[src/rtl/vote_logger_pkg.sv]
// Shared definitions for the vote logger: ballot FSM states, default sizes
// and the saturation ceiling helper used by every counter.
// Pure declarations; no logic, no latency, no flow control.
package vote_pkg;

   typedef enum logic {
      IDLE  = 1'b0,
      ARMED = 1'b1
   } state_e;

   localparam int DEF_NUM_CAND = 4;
   localparam int DEF_CNT_W    = 8;

   // All-ones value of a w-bit counter, i.e. the level it saturates at.
   function automatic logic [31:0] sat_max(input int w);
      if (w >= 32) begin
         return '1;
      end
      return (32'd1 << w) - 32'd1;
   endfunction

endpackage

[src/rtl/vote_logger_sat_counter.sv]
// Saturating up-counter with synchronous clear; clear beats increment.
// Latency: count reflects inc/clr one edge after they are sampled.
// Backpressure: none; an increment at the ceiling is silently absorbed.
module sat_counter
   import vote_pkg::*;
#(
   parameter int CNT_W = DEF_CNT_W
) (
   input  logic             clk,
   input  logic             reset,
   input  logic             inc,
   input  logic             clr,
   output logic [CNT_W-1:0] cnt_o
);

   localparam logic [CNT_W-1:0] MAX = CNT_W'(sat_max(CNT_W));

   logic [CNT_W-1:0] cnt_q;
   logic [CNT_W-1:0] cnt_d;

   // Next count: clear wins, otherwise step up unless already at the ceiling.
   always_comb begin
      cnt_d = cnt_q;
      if (clr) begin
         cnt_d = '0;
      end else if (inc && (cnt_q != MAX)) begin
         cnt_d = cnt_q + CNT_W'(1);
      end
   end

   // Count register with synchronous reset.
   always_ff @(posedge clk) begin
      if (reset) begin
         cnt_q <= '0;
      end else begin
         cnt_q <= cnt_d;
      end
   end

   assign cnt_o = cnt_q;

endmodule

[src/rtl/vote_logger.sv]
// Ballot-gated vote recorder: one unambiguous vote per armed ballot, per-candidate tallies, readout mux.
// Latency: ack/reject/timeout pulses and counters update one edge after the vote; readout is 1 cycle.
// Backpressure: none; votes outside an armed ballot are dropped, ambiguous votes counted and rejected.
module vote_logger
   import vote_pkg::*;
#(
   parameter int NUM_CAND = DEF_NUM_CAND,
   parameter int CNT_W    = DEF_CNT_W,
   parameter int TIMEOUT  = 1000
) (
   input  logic                clk,
   input  logic                reset,
   input  logic                ballot_arm,
   input  logic [NUM_CAND-1:0] valid_vote,
   input  logic                mode,
   input  logic [3:0]          result_sel,
   input  logic                clear_all,
   output logic                ballot_ready,
   output logic                vote_ack,
   output logic                vote_reject,
   output logic                ballot_timeout,
   output logic [CNT_W-1:0]    result_count,
   output logic [CNT_W-1:0]    total_votes,
   output logic [CNT_W-1:0]    reject_count
);

   // The timer never runs past TIMEOUT-1: the ballot always leaves ARMED there.
   localparam int TMR_W = (TIMEOUT > 2) ? $clog2(TIMEOUT) : 1;

   state_e             state_q, state_d;
   logic [TMR_W-1:0]   timer_q, timer_d;
   logic               ack_q, ack_d;
   logic               rej_q, rej_d;
   logic               to_q, to_d;
   logic [CNT_W-1:0]   result_q, result_d;

   logic [4:0]          pop_cnt;
   logic                one_hot;
   logic                multi;
   logic                expired;
   logic                clear_en;
   logic [NUM_CAND-1:0] tally_inc;
   logic                total_inc;
   logic                rej_inc;
   logic [CNT_W-1:0]    tally [NUM_CAND];

   // Population count of the vote vector; decides single vs ambiguous without ranking bits.
   always_comb begin
      pop_cnt = '0;
      for (int i = 0; i < NUM_CAND; i++) begin
         pop_cnt = pop_cnt + 5'(valid_vote[i]);
      end
   end

   assign one_hot  = (pop_cnt == 5'd1);
   assign multi    = (pop_cnt > 5'd1);
   assign expired  = (timer_q == TMR_W'(TIMEOUT - 1));
   assign clear_en = clear_all && mode;

   // Ballot FSM: arming, vote acceptance/rejection, expiry and pulse generation.
   // An ambiguous vote in the expiry cycle is still counted as rejected, and the
   // ballot expires anyway since no valid vote arrived in time.
   always_comb begin
      state_d   = state_q;
      timer_d   = timer_q;
      ack_d     = 1'b0;
      rej_d     = 1'b0;
      to_d      = 1'b0;
      tally_inc = '0;
      total_inc = 1'b0;
      rej_inc   = 1'b0;
      case (state_q)
         IDLE: begin
            if (ballot_arm && !mode) begin
               state_d = ARMED;
               timer_d = '0;
            end
         end
         ARMED: begin
            if (mode) begin
               state_d = IDLE;
            end else if (one_hot) begin
               // Exactly one bit is set, so the vote vector is itself the one-hot select.
               tally_inc = valid_vote;
               total_inc = 1'b1;
               ack_d     = 1'b1;
               state_d   = IDLE;
            end else begin
               if (multi) begin
                  rej_inc = 1'b1;
                  rej_d   = 1'b1;
               end
               if (expired) begin
                  to_d    = 1'b1;
                  state_d = IDLE;
               end else begin
                  timer_d = timer_q + TMR_W'(1);
               end
            end
         end
         default: state_d = IDLE;
      endcase
   end

   // Readout mux: selected tally in result mode, zero otherwise or for an out-of-range index.
   always_comb begin
      result_d = '0;
      if (mode) begin
         for (int i = 0; i < NUM_CAND; i++) begin
            if (result_sel == 4'(i)) begin
               result_d = tally[i];
            end
         end
      end
   end

   // State, timer, pulse and readout registers.
   always_ff @(posedge clk) begin
      if (reset) begin
         state_q  <= IDLE;
         timer_q  <= '0;
         ack_q    <= 1'b0;
         rej_q    <= 1'b0;
         to_q     <= 1'b0;
         result_q <= '0;
      end else begin
         state_q  <= state_d;
         timer_q  <= timer_d;
         ack_q    <= ack_d;
         rej_q    <= rej_d;
         to_q     <= to_d;
         result_q <= result_d;
      end
   end

   for (genvar g = 0; g < NUM_CAND; g++) begin : g_tally
      sat_counter #(.CNT_W(CNT_W)) u_tally (
         .clk   (clk),
         .reset (reset),
         .inc   (tally_inc[g]),
         .clr   (clear_en),
         .cnt_o (tally[g])
      );
   end

   sat_counter #(.CNT_W(CNT_W)) u_total (
      .clk   (clk),
      .reset (reset),
      .inc   (total_inc),
      .clr   (clear_en),
      .cnt_o (total_votes)
   );

   sat_counter #(.CNT_W(CNT_W)) u_reject (
      .clk   (clk),
      .reset (reset),
      .inc   (rej_inc),
      .clr   (clear_en),
      .cnt_o (reject_count)
   );

   assign ballot_ready   = (state_q == ARMED);
   assign vote_ack       = ack_q;
   assign vote_reject    = rej_q;
   assign ballot_timeout = to_q;
   assign result_count   = result_q;

endmodule
[config.mk]
export PLATFORM = sky130hd
export DESIGN_NAME = vote_logger
export DESIGN_NICKNAME = d
export VERILOG_FILES = /design/src/rtl/vote_logger_pkg.sv /design/src/rtl/vote_logger_sat_counter.sv /design/src/rtl/vote_logger.sv
export SDC_FILE = /design/constraint.sdc
export NUM_CORES = 1
export LEC_CHECK = 0
export BUFFER_PORTS_ARGS = -buffer_cell sky130_fd_sc_hd__buf_2
export CORE_MARGIN = 2
export CORE_UTILIZATION = 64
export CTS_BUF_LIST = sky130_fd_sc_hd__clkbuf_2
export DETAILED_ROUTE_END_ITERATION = 8
export HOLD_SLACK_MARGIN = 0.15
export PLACE_DENSITY = 0.9
export RECOVER_POWER = 50
export SKIP_CTS_REPAIR_TIMING = 1
export SLEW_MARGIN = 40
export SYNTH_ARGS = -nofsm -noshare
export SYNTH_HDL_FRONTEND = slang
export SYNTH_SLANG_ARGS = --single-unit
[constraint.sdc]
create_clock -name clk -period 5.1 [get_ports clk]
set_input_delay 0.765 -clock clk [delete_from_list [all_inputs] [get_ports clk]]
set_output_delay 0.765 -clock clk [all_outputs]
set_load 0.01 [all_outputs]
* Word-level counts from Yosys, hierarchy flattened
Cells that the tools add are included.
** Word-level totals
- Logic and storage cells :: 79
- Bits in registers :: 70
- Output and inout bits :: 28
- Input bits :: 13
** Operators by class
- $add $sub $neg :: 10
- $lt $le $gt $ge :: 1
- Reduce and logical (&&, ||, !) cells :: 14
- Multiplexer cells :: 25
- Bitwise operators :: 2
- Equal/unequal tests :: 15
** Operators by type and width (count)
- $add A8 B1 Y8 const B :: 6
- $ne A8 B8 Y1 const B :: 6
- $mux W10 :: 4
- $mux W8 :: 4
- $pmux W10 S2 :: 1
- $mux W1 :: 12
- $mux W4 :: 3
- $add A10 B1 Y10 const B :: 1
- $eq A10 B10 Y1 const B :: 1
- $eq A4 B1 Y1 const B :: 2
- $eq A4 B2 Y1 const B :: 2
- $logic_and A1 B1 Y1 :: 8
- $ne A2 B2 Y1 const B :: 4
- $add A3 B1 Y4 :: 1
- $gt A4 B1 Y1 const B :: 1
- $logic_not A4 Y1 :: 1
- $reduce_and A4 Y1 :: 1
- $reduce_or A2 Y1 :: 2
- $reduce_or A4 Y1 :: 1
- $add A2 B1 Y3 :: 1
- $add A1 B1 Y2 :: 1
- $not A1 Y1 :: 2
- $pmux W1 S2 :: 1
- $logic_not A1 Y1 :: 1

* Logic depth before layout (Yosys ltp)
- Depth in word-level cells :: 9
- Depth in mapped cells :: 8
- Mapped depth without buffers :: 8

* Modules after synthesis
A second synthesis with hierarchy kept.
** Unflattened totals
- Cell total of the unflattened synthesis :: 412
- Area total of the unflattened synthesis :: 3903.7 um^2
** By module, submodules not included
- sat_counter :: area an instance 435.4 um^2, seq. area each 160.2 um^2, times used 6, cells each 47
- vote_logger :: area an instance 1291.2 um^2, seq. area each 440.4 um^2, times used 1, cells each 130

* Worst setup path before layout
Ideal clock, no wire load.
- Path type :: input-to-reg
- From :: input port valid_vote[0]
- To :: register g_tally[0].u_tally.cnt_q[5]
- Stages on the path :: 8
- Data arrival time :: 2911 ps
- Path buffers :: 1
- Setup slack :: 2119 ps
- Required time :: 5030 ps
- Library setup time :: 70 ps
- Cells stage by stage :: fa_1 -> ha_1 -> ha_1 -> nor3b_4 -> nand3_2 -> buf_2 -> or4_1 -> a21oi_1
** Between the ends
- Word-level cells in the longest chain between the ends :: 8
** RTL lines
- from (decl) :: line vote_logger.sv:14 : input logic [NUM_CAND-1:0] valid_vote,
- $add A1 B1 Y2 :: line vote_logger.sv:51 : pop_cnt = pop_cnt + 5'(valid_vote[i]);
- $add A2 B1 Y3 :: line vote_logger.sv:51
- $add A3 B1 Y4 :: line vote_logger.sv:51
- $eq A4 B1 Y1 :: line vote_logger.sv:55 : assign one_hot = (pop_cnt == 5'd1);
- $mux W4 * :: line vote_logger.sv:82 : end else if (one_hot) begin
- $mux W4 * :: line vote_logger.sv:80 : if (mode) begin
- $mux W4 * :: line vote_logger.sv:72 : case (state_q)
- $logic_and A1 B1 Y1 * :: line vote_logger_sat_counter.sv:26 : end else if (inc && (cnt_q != MAX)) begin
- to (signal assigned) :: line vote_logger_sat_counter.sv:36 : cnt_q <= cnt_d;
- to (decl) :: line vote_logger_sat_counter.sv:18 : logic [CNT_W-1:0] cnt_q;
Every way passes the cells marked *; elsewhere a longest branch is shown, timed or not.
A chain may end at the register's enable or synchronous reset.

* Worst setup path in the final report
- From :: input port valid_vote[0]
- To :: register g_tally[1].u_tally.cnt_q[5]
** Between the ends
- Word-level cells in the longest chain between the ends :: 8
** RTL lines (line)
- $add A1 B1 Y2 :: vote_logger.sv:51
- $add A2 B1 Y3 :: vote_logger.sv:51
- $add A3 B1 Y4 :: vote_logger.sv:51
- $eq A4 B1 Y1 :: vote_logger.sv:55
- $mux W4 :: vote_logger.sv:82
- $mux W4 :: vote_logger.sv:80
- $mux W4 :: vote_logger.sv:72
- $logic_and A1 B1 Y1 :: vote_logger_sat_counter.sv:26
- to (signal assigned) :: vote_logger_sat_counter.sv:36
- to (decl) :: vote_logger_sat_counter.sv:18
Every way passes these cells.

==> summary.md <==
| Metric | Value |
|---|---|
| Status | complete, no violations |
| CP max stage delay | 610 ps |
| First-pass GRT wire length | 13.4 mm |
| Setup TNS | 0 ps |
| Post-synth EDFFs | 0 |
| Setup crit end kind | register |
| Synth area leader | dfxtp_1 |
| MaxCap Viol Count | 0 |
| Final Net Count | 463 |
| Hold Crit Class | reg -> reg |
| Vias in the first global route | 3,076 |
| Mapped Nets | 433 |
| CTS tree | done |
| Worst setup SP type | primary input |
| WL/cell | 15.7 um |
| Max Slew Vio Count | 0 |
| DPL Wire Length | 5.63 mm |
| Number of DRC markers in iteration 0 | 254 |
| Synth Area per Inst | 8.81 um^2 |
| Antenna violations before repair | 0 |
| Final Hold Fails | 0 |
| Buf+Inv Stages, Crit Path | 1 |
| H-tree Lvls | 3 |
| RSZ-0062 raised after global routing | no |
| Die height | 79.0 um |
| Gr usage total | 0.269 |
| Yosys reg bits | 70 |
| Hold Path Cell Cnt | 2 |
| Clock sink count | 70 |
| Yosys warns | 0 |
| TritonRoute pass-1 iters | 5 |
| Drt drc | 0 |
| Fmax | 308 MHz |
| Post-synthesis async set-or-reset flop share | 0 |
| Vias | 3,393 |
| Routed vias/inst | 6.58 |
| CTS buffer count | 9 |
| Final setup viols | 0 |
| Pwr/cell area | 225 nW/um^2 |
| Initial Utilization | 0.658 |
| Ant diodes | 0 |
| Drt total wl | 8.12 mm |
| Synth Cell Area | 3600 um^2 |
| Setup Skew | 18.6 ps |
| Layout Area Growth over Synthesis | 6.88% |
| Clock transition at path regs | 170 ps |
| P_leak | 1.18 nW |
| I/O Pins | 41 |
| Die Wd | 79.0 um |
| Cells after Synth | 409 |
| Cell variety after synth | 62 |
| Layout cells sized above 1 | 0.0901 |
| Post-synth top area share | 0.389 |
| RePlAce Congestion | 0.873 |
| Slowest-stage cell, CP | or4_1 |
| Final min period | 3250 ps |
| ANT nets after route | 0 |
| Slew @ Worst Pin | 1060 ps |
| Tot Pwr | 868 uW |
| Top delay family on crit path | simple AND/OR/NAND/NOR gates |
| Rows | 27 |
| Max Root-Sink Buffers | 2 |
| Reg2Reg Depth | 4 |
| Count leader, synth | dfxtp_1 |
| Critical Path RT | 5560 ps |
| Final Cycle Share | 0.637 |
| IO buf count | 40 |
| Largest net degree at the start of global routing | 47 |
| WP data arrival | 3700 ps |
| Top FF cell, synth | dfxtp_1 |
| Synth top area cells | dfxtp_1 39%, a21oi_1 5.0%, nand2_1 3.6% |
| Crit path cell chain | clkbuf_1 > fa_1 > ha_1 > ha_1 > nor3b_4 > nand3_1 > or4_1 > a21oi_1 |
| Crit. path cell count | 8 |
| Worst slew margin | 0.280 |
| Root buf cell | clkbuf_2 |
| Die area | 6240 um^2 |
| CP Class | in -> reg |
| Critical path fanouts, max | 16 |
| Gr ovfl total | 0 |
| Commonest cells in the netlist | 70 x dfxtp_1, 36 x a21oi_1, 35 x nand2_1 |
| Clock Latency Late Sink | 530 ps |
| Sequential share of the synthesized area | 0.389 |
| Area of the core | 5470 um^2 |
| Top cell by count, worst path | ha_1 |
| Peak supply drop | 0.183 mV |
-- worst register-to-register path: cells and delay by family (launching register included) --
family          cells  cell delay, ps
simple gates        3            1520
flops               1             600
compound gates      1             140
-- layer usage --
metal | part of all wire | vias up | track usage | routed length [um]
li1 | - | 1657 | - | -
met1 | 0.43 | 1606 | 0.328 | 3520
met2 | 0.49 | 110 | 0.448 | 4010
met3 | 0.054 | 20 | 0.0818 | 441
met4 | 0.018 | 0 | 0.100 | 143
met5 | 0 | - | 0 | 0
-- per-stage QoR --
step | setup slack [ps] | util | hold WS (ps) | std cells | cell area (um^2)
4_1_cts | 1910 | 0.712 | 492 | 516 | 3890
6_report | 1850 | 0.703 | 491 | 516 | 3850
5_1_grt | 1640 | 0.703 | 517 | 516 | 3850
2_1_floorplan | 2120 | - | 448 | 409 | 3600
3_5_place_dp | 1350 | 0.697 | 470 | 500 | 3820
3_3_place_gp | 1500 | 0.695 | 458 | 500 | 3810
-- cells in the final DEF, fill, tap and decap left out, drive strengths merged, types with 4 or more instances in the layout --
cell type | synthesis | layout
nor4 | 5 | 5
ha | 10 | 10
mux2 | 7 | 7
clkinv | 0 | 5
o21ai | 12 | 12
a31oi | 4 | 4
or3 | 11 | 11
clkbuf | 16 | 41
and3 | 6 | 6
mux2i | 5 | 5
a22oi | 7 | 7
inv | 9 | 9
nand4 | 6 | 6
o311ai | 8 | 8
nand2b | 8 | 8
and4 | 4 | 4
buf | 6 | 10
nor2 | 15 | 15
o31ai | 11 | 11
a21oi | 36 | 36
o41ai | 12 | 12
dfxtp | 70 | 70
nand2 | 35 | 35
or4 | 16 | 16
nand3 | 27 | 27
a211oi | 9 | 9
nor3 | 8 | 8
-- sequential cells by signal, summed over array words and instances (netlist names) --
signal and flops:
u_total.cnt_o 8, vote_ack 1, ballot_ready 1, result_count 8
timer_q 10, vote_reject 1, ballot_timeout 1, g_tally.u_tally.cnt_o 32
u_reject.cnt_o 8
-- cell families after synthesis --
logic type / count (synthesis) / synth area share
simple gates: 157 / 0.249
compound gates: 123 / 0.238
flops: 70 / 0.389
buf+inv: 31 / 0.0354
mux: 12 / 0.0358
xor+xnor: 5 / 0.0122
fa+ha+maj: 11 / 0.0403
-- cell type report --
type	count	area [um^2]
Timing Repair Buffer	41	169
Inverter	9	33.8
Fill cell	466	1620
Clock inverter	6	28.8
Tap cell	72	90.1
Multi-Input combinational cell	308	2080
Sequential cell	70	1400
Clock buffer	10	50.0
-- worst paths after layout --
| check | slack (ps) | end | start |
|---|---|---|---|
| worst max-delay path | 1850 | g_tally[1].u_tally.cnt_o[5] | valid_vote[0] |
| worst max register to register | 2780 | g_tally[1].u_tally.cnt_o[5] | ballot_ready |
| worst min-delay path | 490 | g_tally[2].u_tally.cnt_o[7] | g_tally[2].u_tally.cnt_o[7] |
| worst min register to register | 490 | g_tally[2].u_tally.cnt_o[7] | g_tally[2].u_tally.cnt_o[7] |
-- power by group --
group          internal, mW  switching, mW
sequential            0.549        0.00255
clock                0.0595          0.193
combinational        0.0208         0.0427
Note: power is estimated with default switching activity, not from simulation.
